File: src/rtl/demux_stream_pkg.sv
// rtl/demux_stream_pkg.sv - shared types and constants for the 1-to-N stream demux
package demux_stream_pkg;

    typedef enum logic {
        SLOT_EMPTY = 1'b0,
        SLOT_FULL  = 1'b1
    } slot_state_t;

    localparam int CNT_W     = 16;
    localparam int MAX_N_OUT = 8;

endpackage

File: src/rtl/demux_slot.sv
// rtl/demux_slot.sv - single-entry output buffer with EMPTY/FULL state
module demux_slot
    import demux_stream_pkg::*;
#(
    parameter int DATA_W = 8
) (
    input  logic              clk,
    input  logic              rst_n,
    input  logic              load,
    input  logic [DATA_W-1:0] wdata,
    input  logic              drain,
    output logic              valid,
    output logic [DATA_W-1:0] rdata,
    output logic              can_load
);

    slot_state_t       state_q, state_d;
    logic [DATA_W-1:0] data_q, data_d;

    // A slot accepts when empty, or when its current word leaves on this edge.
    assign can_load = (state_q == SLOT_EMPTY) | drain;
    assign valid    = (state_q == SLOT_FULL);
    assign rdata    = data_q;

    // Next state: drain and load together keep the slot full with the new word.
    always_comb begin
        state_d = state_q;
        data_d  = data_q;
        case (state_q)
            SLOT_EMPTY: if (load) state_d = SLOT_FULL;
            SLOT_FULL:  if (drain && !load) state_d = SLOT_EMPTY;
            default:    state_d = SLOT_EMPTY;
        endcase
        if (load) data_d = wdata;
    end

    // State and data registers; buffered word is discarded on reset.
    always_ff @(posedge clk or negedge rst_n) begin
        if (!rst_n) begin
            state_q <= SLOT_EMPTY;
            data_q  <= '0;
        end else begin
            state_q <= state_d;
            data_q  <= data_d;
        end
    end

endmodule

File: src/rtl/demux_stream_1xn.sv
// rtl/demux_stream_1xn.sv - registered 1-to-N stream demux, optional drain counters via DEMUX_STREAM_CNT_EN
module demux_stream_1xn
    import demux_stream_pkg::*;
#(
    parameter  int DATA_W = 8,
    parameter  int N_OUT  = 2,
    localparam int SEL_W  = $clog2(N_OUT)
) (
    input  logic                    clk,
    input  logic                    rst_n,
    input  logic                    in_valid,
    output logic                    in_ready,
    input  logic [DATA_W-1:0]       in_data,
    input  logic [SEL_W-1:0]        in_sel,
    output logic [N_OUT-1:0]        out_valid,
    input  logic [N_OUT-1:0]        out_ready,
    output logic [N_OUT*DATA_W-1:0] out_data,
    output logic                    err_sel
`ifdef DEMUX_STREAM_CNT_EN
    ,
    output logic [N_OUT*CNT_W-1:0]  cnt_out
`endif
);

    logic [N_OUT-1:0] slot_can_load;
    logic [N_OUT-1:0] slot_load;
    logic [N_OUT-1:0] slot_drain;
    logic [N_OUT-1:0] slot_valid;
    logic             sel_hit;
    logic             err_sel_q, err_sel_d;

    assign slot_drain = slot_valid & out_ready;
    assign out_valid  = slot_valid;
    assign err_sel    = err_sel_q;

    // Decode in_sel: ready follows the addressed slot; unmapped indices are always accepted and dropped.
    always_comb begin
        in_ready  = 1'b1;
        sel_hit   = 1'b0;
        slot_load = '0;
        for (int k = 0; k < N_OUT; k++) begin
            if (in_sel == SEL_W'(k)) begin
                sel_hit      = 1'b1;
                in_ready     = slot_can_load[k];
                slot_load[k] = in_valid & slot_can_load[k];
            end
        end
        err_sel_d = in_valid & ~sel_hit;
    end

    // One-cycle error pulse for a dropped, unmapped word.
    always_ff @(posedge clk or negedge rst_n) begin
        if (!rst_n) err_sel_q <= 1'b0;
        else        err_sel_q <= err_sel_d;
    end

    for (genvar g = 0; g < N_OUT; g++) begin : g_slot
        demux_slot #(
            .DATA_W (DATA_W)
        ) u_slot (
            .clk      (clk),
            .rst_n    (rst_n),
            .load     (slot_load[g]),
            .wdata    (in_data),
            .drain    (slot_drain[g]),
            .valid    (slot_valid[g]),
            .rdata    (out_data[g*DATA_W +: DATA_W]),
            .can_load (slot_can_load[g])
        );
    end

`ifdef DEMUX_STREAM_CNT_EN
    logic [CNT_W-1:0] cnt_q [N_OUT];
    logic [CNT_W-1:0] cnt_d [N_OUT];

    // Count words taken by each consumer; wraps naturally at 2^CNT_W.
    always_comb begin
        for (int k = 0; k < N_OUT; k++) begin
            cnt_d[k] = cnt_q[k];
            if (slot_drain[k]) cnt_d[k] = cnt_q[k] + CNT_W'(1);
        end
    end

    // Counter registers.
    always_ff @(posedge clk or negedge rst_n) begin
        if (!rst_n) begin
            for (int k = 0; k < N_OUT; k++) cnt_q[k] <= '0;
        end else begin
            for (int k = 0; k < N_OUT; k++) cnt_q[k] <= cnt_d[k];
        end
    end

    for (genvar g = 0; g < N_OUT; g++) begin : g_cnt
        assign cnt_out[g*CNT_W +: CNT_W] = cnt_q[g];
    end
`endif

endmodule

File: config.mk
export PLATFORM = sky130hd
export DESIGN_NAME = demux_stream_1xn
export DESIGN_NICKNAME = d
export VERILOG_FILES = /design/src/rtl/demux_stream_pkg.sv /design/src/rtl/demux_slot.sv /design/src/rtl/demux_stream_1xn.sv
export SDC_FILE = /design/constraint.sdc
export NUM_CORES = 1
export LEC_CHECK = 0
export CAP_MARGIN = 15
export CELL_PAD_IN_SITES_DETAIL_PLACEMENT = 0
export CELL_PAD_IN_SITES_GLOBAL_PLACEMENT = 1
export CORE_ASPECT_RATIO = 1.25
export CORE_UTILIZATION = 44
export CTS_BUF_LIST = sky130_fd_sc_hd__clkbuf_2 sky130_fd_sc_hd__clkbuf_4 sky130_fd_sc_hd__clkbuf_8
export DETAILED_ROUTE_END_ITERATION = 12
export DONT_BUFFER_PORTS = 1
export PLACE_DENSITY = 0.76
export SKIP_LAST_GASP = 1
export SLEW_MARGIN = 10
export SYNTH_ARGS = -nofsm -noshare
export SYNTH_HDL_FRONTEND = slang
export SYNTH_SLANG_ARGS = --single-unit
File: constraint.sdc
create_clock -name clk -period 1.1 [get_ports clk]
set_input_delay 0.165 -clock clk [delete_from_list [all_inputs] [get_ports clk]]
set_output_delay 0.165 -clock clk [all_outputs]
set_load 0.01 [all_outputs]
==> results.sh, run 1 <==
export IMPL_status="finished, violations left"
export IMPL_violations="negative setup slack"
export IMPL_maxCapViolCount=0
export IMPL_power_leakage_nw=0.426
export IMPL_rows=16
export IMPL_syn_to_final_growth_pct=26.5
export IMPL_routed_wl_mm=1.37
export IMPL_antenna_found_initial=0
export IMPL_synth_nets=62
export IMPL_worstSetupStartpointType="flip-flop"
export IMPL_finalMaxSlewViolations=0
export IMPL_finalCriticalPeriod_ps=1330
export IMPL_start_util_pct=46.3
export IMPL_post_route_cell_area_um2=915
export IMPL_cts_root_buf="clkbuf_4"
export IMPL_hold_path_class="input port to flip-flop"
export IMPL_clock_sinks=18
export IMPL_syn_cell_area_um2=723
export IMPL_die_w_um=38.3
export IMPL_switching_share_pct=25.9
export IMPL_finClkSkew_ps=5.83
export IMPL_intPower_mw=1.15
export IMPL_post_synth_top_area_cell="dfrtp_1"
export IMPL_ys_top_cells_by_area="dfrtp_1 (62%), mux2_2 (25%), buf_4 (3.1%)"
export IMPL_pre_cts_ws_ps=-228
export IMPL_dieArea_mm2=0.00181
export IMPL_finalPower_mw=1.55
export IMPL_wl_per_cell_um=17.5
export IMPL_clkLatencyLatePin_ps=280
export IMPL_globalRouteOverflowTotal=0
export IMPL_final_cell_mix="dfrtp_1 (18), mux2_4 (8), mux2_2 (8), buf_4 (5)"
export IMPL_max_freq_mhz=750
export IMPL_final_nets=75
export IMPL_netlist_instances=48
export IMPL_vias_per_cell=5.35
export IMPL_min_path_cells=1
export IMPL_yosysTopAreaCellShare_pct=62.3
export IMPL_cts_tree="done"
export IMPL_drt_drc_violations_left=0
export IMPL_first_global_vias=471
export IMPL_nFillCells=126
export IMPL_grt_max_degree=19
export IMPL_grt_first_pass_wirelength_mm=1.99
export IMPL_gp_congestion=0.576
export IMPL_yosysWarnings=0
export IMPL_vdd_drop_max_v=0.00107
export IMPL_cp_arrival_ps=1170
export IMPL_combPwrFrac_pct=16.5
export IMPL_critPathMaxFanout=2
export IMPL_relSlewSlack_pct=48.8
export IMPL_rsz0062_at_grt="yes"
export IMPL_clockBufferDepth=2
export IMPL_rrSetupSlack_ps=-170
export IMPL_worstPathRequired_ps=940
export IMPL_p_switching_mw=0.401
export IMPL_grt_total_usage_pct=16.7
export IMPL_place_hpwl_um=932
export IMPL_dr_pass1_iters=4
export IMPL_finalHoldViolCount=0
export IMPL_pwr_share_seq_pct=58.5
export IMPL_reg2regPathDepth=4
export IMPL_die_h_um=47.3
export IMPL_via_count=417
export IMPL_min_period_over_period_pct=121
export IMPL_mostFrequentLayoutCell="dfrtp_1"
export IMPL_placedInstanceArea_um2=753
export IMPL_ios=34
export IMPL_synth_seq_cells=18
export IMPL_power_frac_clock_pct=25.0
export IMPL_layout_drive_gt1_share_pct=56.7
export IMPL_clkTransAtPathRegs_ps=100
export IMPL_finalSetupViolations=17
export IMPL_io_buffer_count=0
export IMPL_ant_nets=0
export IMPL_yosysSeqAreaShare_pct=62.3
export IMPL_critPathKind="flip-flop to primary output"
export IMPL_cts_buffers=3
export IMPL_h_tree_depth=1
export IMPL_worstMarginPinSlew_ps=765
export IMPL_timing_final_ws_setup_ps=-234
export IMPL_post_synth_cell_area_avg_um2=15.1
export IMPL_cp_end_kind="primary output"
export IMPL_core_area_mm2=0.00156
export IMPL_diodes=0
export IMPL_first_iter_violations=2
export IMPL_cellPowerDensity_mw_per_mm2=1690
export IMPL_ys_types=14
-- area by class of cell --
type | instances | area, µm² | share of cell area (%)
timing repair buffer | 11 | 101 | 11.1
multi-input combinational | 26 | 300 | 32.8
clock buffer | 4 | 36.3 | 3.97
tap | 18 | 22.5 | 2.46
sequential | 18 | 450 | 49.2
inverter | 1 | 3.75 | 0.410
-- timing repair --
item / in CTS / in global routing
pin swaps: 2 / 2
endpoints found under the setup margin: 17 / 17
gates resized for setup: 15 / 1
setup buffers: 2 / 2
hold buffers: 3 / 0
hold endpoints to repair: 20 / 0
-- path summary, 6_finish.rpt --
path	start	to
max	g_slot[1].u_slot.valid	in_ready
min in group asynchronous	rst_n	g_slot[1].u_slot.valid
max reg2reg	g_slot[1].u_slot.valid	g_slot[1].u_slot.rdata[1]
min	in_data[7]	g_slot[1].u_slot.rdata[7]
max in group asynchronous	rst_n	g_slot[0].u_slot.rdata[1]
min reg2reg	g_slot[0].u_slot.rdata[0]	g_slot[0].u_slot.rdata[0]
-- Yosys cell counts --
master	number
a21o_2	1
a21oi_1	1
and2b_1	1
buf_4	3
conb_1	1
dfrtp_1	18
inv_1	1
mux2_2	16
nand2_1	1
nand2b_1	1
nand3b_2	1
nor2_1	1
nor2_4	1
o21ai_0	1
-- per-stage QoR --
stage               hold slack (ps)  std cells  setup TNS (ps)  utilization (%)
floorplan                      -131         48            -705                -
global route                   3.25         78           -2790             58.6
finish                         24.7         78           -2150             58.6
CTS                            12.7         76           -1990             57.5
global placement               -130         67           -1670             48.2
detailed placement             -130         67           -2420             48.2
-- cell families (layout without fill, tap and decap cells) --
group | count (synthesis) | in the layout | synth area share [%]
muxes | 16 | 16 | 24.9
DFF | 18 | 18 | 62.3
and+or+nand+nor | 6 | 6 | 6.06
buffers and inverters | 4 | 16 | 3.63
AOI/OAI and AO/OA | 3 | 3 | 2.59
other | 1 | 1 | 0.519
-- worst max-delay path: stages, from the launching register on --
cell	delay (ps)
dfrtp_1	390
and2b_2	230
buf_6	120
a21oi_4	150
-- routing by layer --
layer / wire [µm] / global-route usage, % / up-vias / share of wire [%]
li1: - / - / 183 / -
met2: 788 / 30.8 / 24 / 58
met5: 0 / 0 / - / 0
met3: 118 / 7.11 / 0 / 8.6
met4: 0 / 4.29 / 0 / 0
met1: 459 / 16.9 / 210 / 34
-- flip-flops by register name, summed over array words and instances (netlist names) --
name and count:
g_slot.u_slot.rdata 16, g_slot.u_slot.valid 2
-- power groups by stage --
stage	registers, mW	logic, mW	clock network, mW
after floorplan	0.892	0.149	0
after global placement	0.911	0.162	0
after detailed placement	0.916	0.175	0
final	0.904	0.256	0.386
after CTS	0.905	0.249	0.403
after global routing	0.919	0.278	0.429
Power figures use the tool's default switching activity.
==> run 2: changes to the inputs <==
--- a/config.mk
+++ b/config.mk
@@ -9,6 +9,7 @@
 export CELL_PAD_IN_SITES_DETAIL_PLACEMENT = 0
 export CELL_PAD_IN_SITES_GLOBAL_PLACEMENT = 1
 export CORE_ASPECT_RATIO = 1.25
+export CORE_MARGIN = 2
 export CORE_UTILIZATION = 44
 export CTS_BUF_LIST = sky130_fd_sc_hd__clkbuf_2 sky130_fd_sc_hd__clkbuf_4 sky130_fd_sc_hd__clkbuf_8
 export DETAILED_ROUTE_END_ITERATION = 12
==> run 2 against run 1 <==
  * The flow still finishes with violations (negative setup slack)
  * Maximum frequency is 0.14% higher
  * Design area down 0.96%
  * Critical endpoint unchanged
  * Sequential cell count is the same
  * Sequential share of layout area rose by 0.48 points
==> results.sh, run 2 (synthesis gave the netlist of run 1 again) <==
export IMPL_cellPowerDensity_mw_per_mm2=1720
export IMPL_worstMarginPinSlew_ps=786
export IMPL_finalHoldViolCount=0
export IMPL_cp_end_kind="primary output"
export IMPL_clkLatencyLatePin_ps=290
export IMPL_min_period_over_period_pct=121
export IMPL_relSlewSlack_pct=47.4
export IMPL_worstSetupStartpointType="flip-flop"
export IMPL_core_area_mm2=0.00156
export IMPL_max_freq_mhz=751
export IMPL_clockBufferDepth=2
export IMPL_finalMaxSlewViolations=0
export IMPL_ios=34
export IMPL_diodes=0
export IMPL_dieArea_mm2=0.00199
export IMPL_worstPathRequired_ps=940
export IMPL_first_iter_violations=6
export IMPL_cts_root_buf="clkbuf_4"
export IMPL_place_hpwl_mm=1.05
export IMPL_path_cells="and2b_2 -> buf_6 -> a21oi_4"
export IMPL_grt_first_pass_wirelength_mm=1.95
export IMPL_antenna_found_initial=0
export IMPL_grt_total_usage_pct=14.7
export IMPL_critPathMaxStageDelay_ps=380
export IMPL_finClkSkew_ps=2.69
export IMPL_ant_nets=0
export IMPL_whs_ps=13.0
export IMPL_io_buffer_count=0
export IMPL_start_util_pct=46.3
export IMPL_vias_per_cell=5.51
export IMPL_slowest_stage="dfrtp_1"
export IMPL_status="finished, violations left"
export IMPL_wl_per_cell_um=19.0
export IMPL_routed_wl_mm=1.45
export IMPL_clkTransAtPathRegs_ps=100
export IMPL_via_count=419
export IMPL_cts_tree="done"
export IMPL_cts_buffers=3
export IMPL_violations="negative setup slack"
export IMPL_dr_pass1_iters=4
export IMPL_critPathKind="flip-flop to primary output"
export IMPL_critPathMaxFanout=2
export IMPL_syn_to_final_growth_pct=25.3
export IMPL_first_global_vias=460
export IMPL_layout_drive_gt1_share_pct=53.4
export IMPL_rsz0062_at_grt="yes"
export IMPL_largest_reg_flops=16
export IMPL_finalPower_mw=1.56
export IMPL_finalCriticalPeriod_ps=1330
export IMPL_final_nets=73
export IMPL_grt_max_degree=19
export IMPL_final_cell_mix="dfrtp_1 (18), mux2_4 (8), mux2_2 (8)"
export IMPL_globalRouteOverflowTotal=0
export IMPL_die_w_um=40.3
export IMPL_h_tree_depth=1
export IMPL_nFillCells=116
export IMPL_cp_arrival_ps=1170
export IMPL_rows=16
export IMPL_timing_final_ws_setup_ps=-232
export IMPL_gp_congestion=0.615
export IMPL_finalSetupViolations=11
export IMPL_clock_sinks=18
export IMPL_vdd_drop_max_v=0.00110
export IMPL_die_h_um=49.3
export IMPL_power_leakage_nw=0.420
export IMPL_drt_drc_violations_left=0
export IMPL_hold_path_class="input port to flip-flop"
export IMPL_mostFrequentLayoutCell="dfrtp_1"
export IMPL_maxCapViolCount=0
## run 2: cell types whose count changed in the layout (fill, tap and decap cells not counted), sizes merged
cell | before | now
buf | 8 | 6
## run 2: metrics by stage
step           cells  area [µm²]  utilization [%]  setup TNS, ps  setup WS [ps]
2_1_floorplan     48         723                -           -705          -88.2
3_3_place_gp      67         753             48.2          -1430           -154
3_5_place_dp      67         753             48.2          -2050           -202
4_1_cts           75         856             54.8          -2030           -240
5_1_grt           76         906             58.0          -2650           -279
6_report          76         906             58.0          -1730           -232
## run 2: power breakdown
group          total, mW  switching [mW]  internal (mW)
Clock              0.398           0.196          0.202
Combinational      0.254          0.0864          0.168
Sequential         0.908           0.133          0.775
## run 2: worst max-delay path, delay by kind of cell (launching register included)
family                 cells  cell delay, ps
AO/OA/AOI/OAI              1             140
buffers and inverters      1             130
AND/OR/NAND/NOR            1             230
flip-flops                 1             380
## run 2: layout make-up
class                           count  area, µm²  area share [%]
Sequential cell                    18        450            49.7
Clock buffer                        4       36.3            4.01
Inverter                            1       3.75           0.414
Tap cell                           18       22.5            2.49
Timing Repair Buffer                9       95.1            10.5
Multi-Input combinational cell     26        298            32.9
## run 2: path summary, 6_finish.rpt
path	startpoint	end	slack (ps)	cells past startpoint
min in group asynchronous	rst_n	g_slot[0].u_slot.rdata[5]	390	1
worst max-delay path	g_slot[1].u_slot.valid	in_ready	-230	3
max in group asynchronous	rst_n	g_slot[0].u_slot.valid	220	1
worst min-delay path	in_data[4]	g_slot[1].u_slot.rdata[4]	10	1
worst min register to register	g_slot[0].u_slot.rdata[6]	g_slot[0].u_slot.rdata[6]	590	1
worst max register to register	g_slot[1].u_slot.valid	g_slot[1].u_slot.rdata[2]	-190	4
## run 2: metal layers
| layer | GRT usage [%] | wire, µm | share of wire (%) |
|---|---|---|---|
| met4 | 6.67 | 17 | 1.2 |
| met3 | 5.94 | 144 | 10 |
| met1 | 12.9 | 487 | 34 |
| met2 | 26.6 | 795 | 55 |
| met5 | 0 | 0 | 0 |
## run 2: what timing repair did
action | 4_1_cts | 5_1_grt
pin swaps | 1 | 1
buffers inserted | 1 | 1
hold buffers | 3 | 0
resized for setup | 6 | 8
endpoints found under the hold margin | 20 | 0
endpoints found under the setup margin | 17 | 18
==> run 3: changes to the inputs <==
--- a/config.mk
+++ b/config.mk
@@ -9,7 +9,6 @@
 export CELL_PAD_IN_SITES_DETAIL_PLACEMENT = 0
 export CELL_PAD_IN_SITES_GLOBAL_PLACEMENT = 1
 export CORE_ASPECT_RATIO = 1.25
-export CORE_MARGIN = 2
 export CORE_UTILIZATION = 44
 export CTS_BUF_LIST = sky130_fd_sc_hd__clkbuf_2 sky130_fd_sc_hd__clkbuf_4 sky130_fd_sc_hd__clkbuf_8
 export DETAILED_ROUTE_END_ITERATION = 12
==> results of run 3 <==
No change in the layout: final DEF, timing and power equal those of run 1.
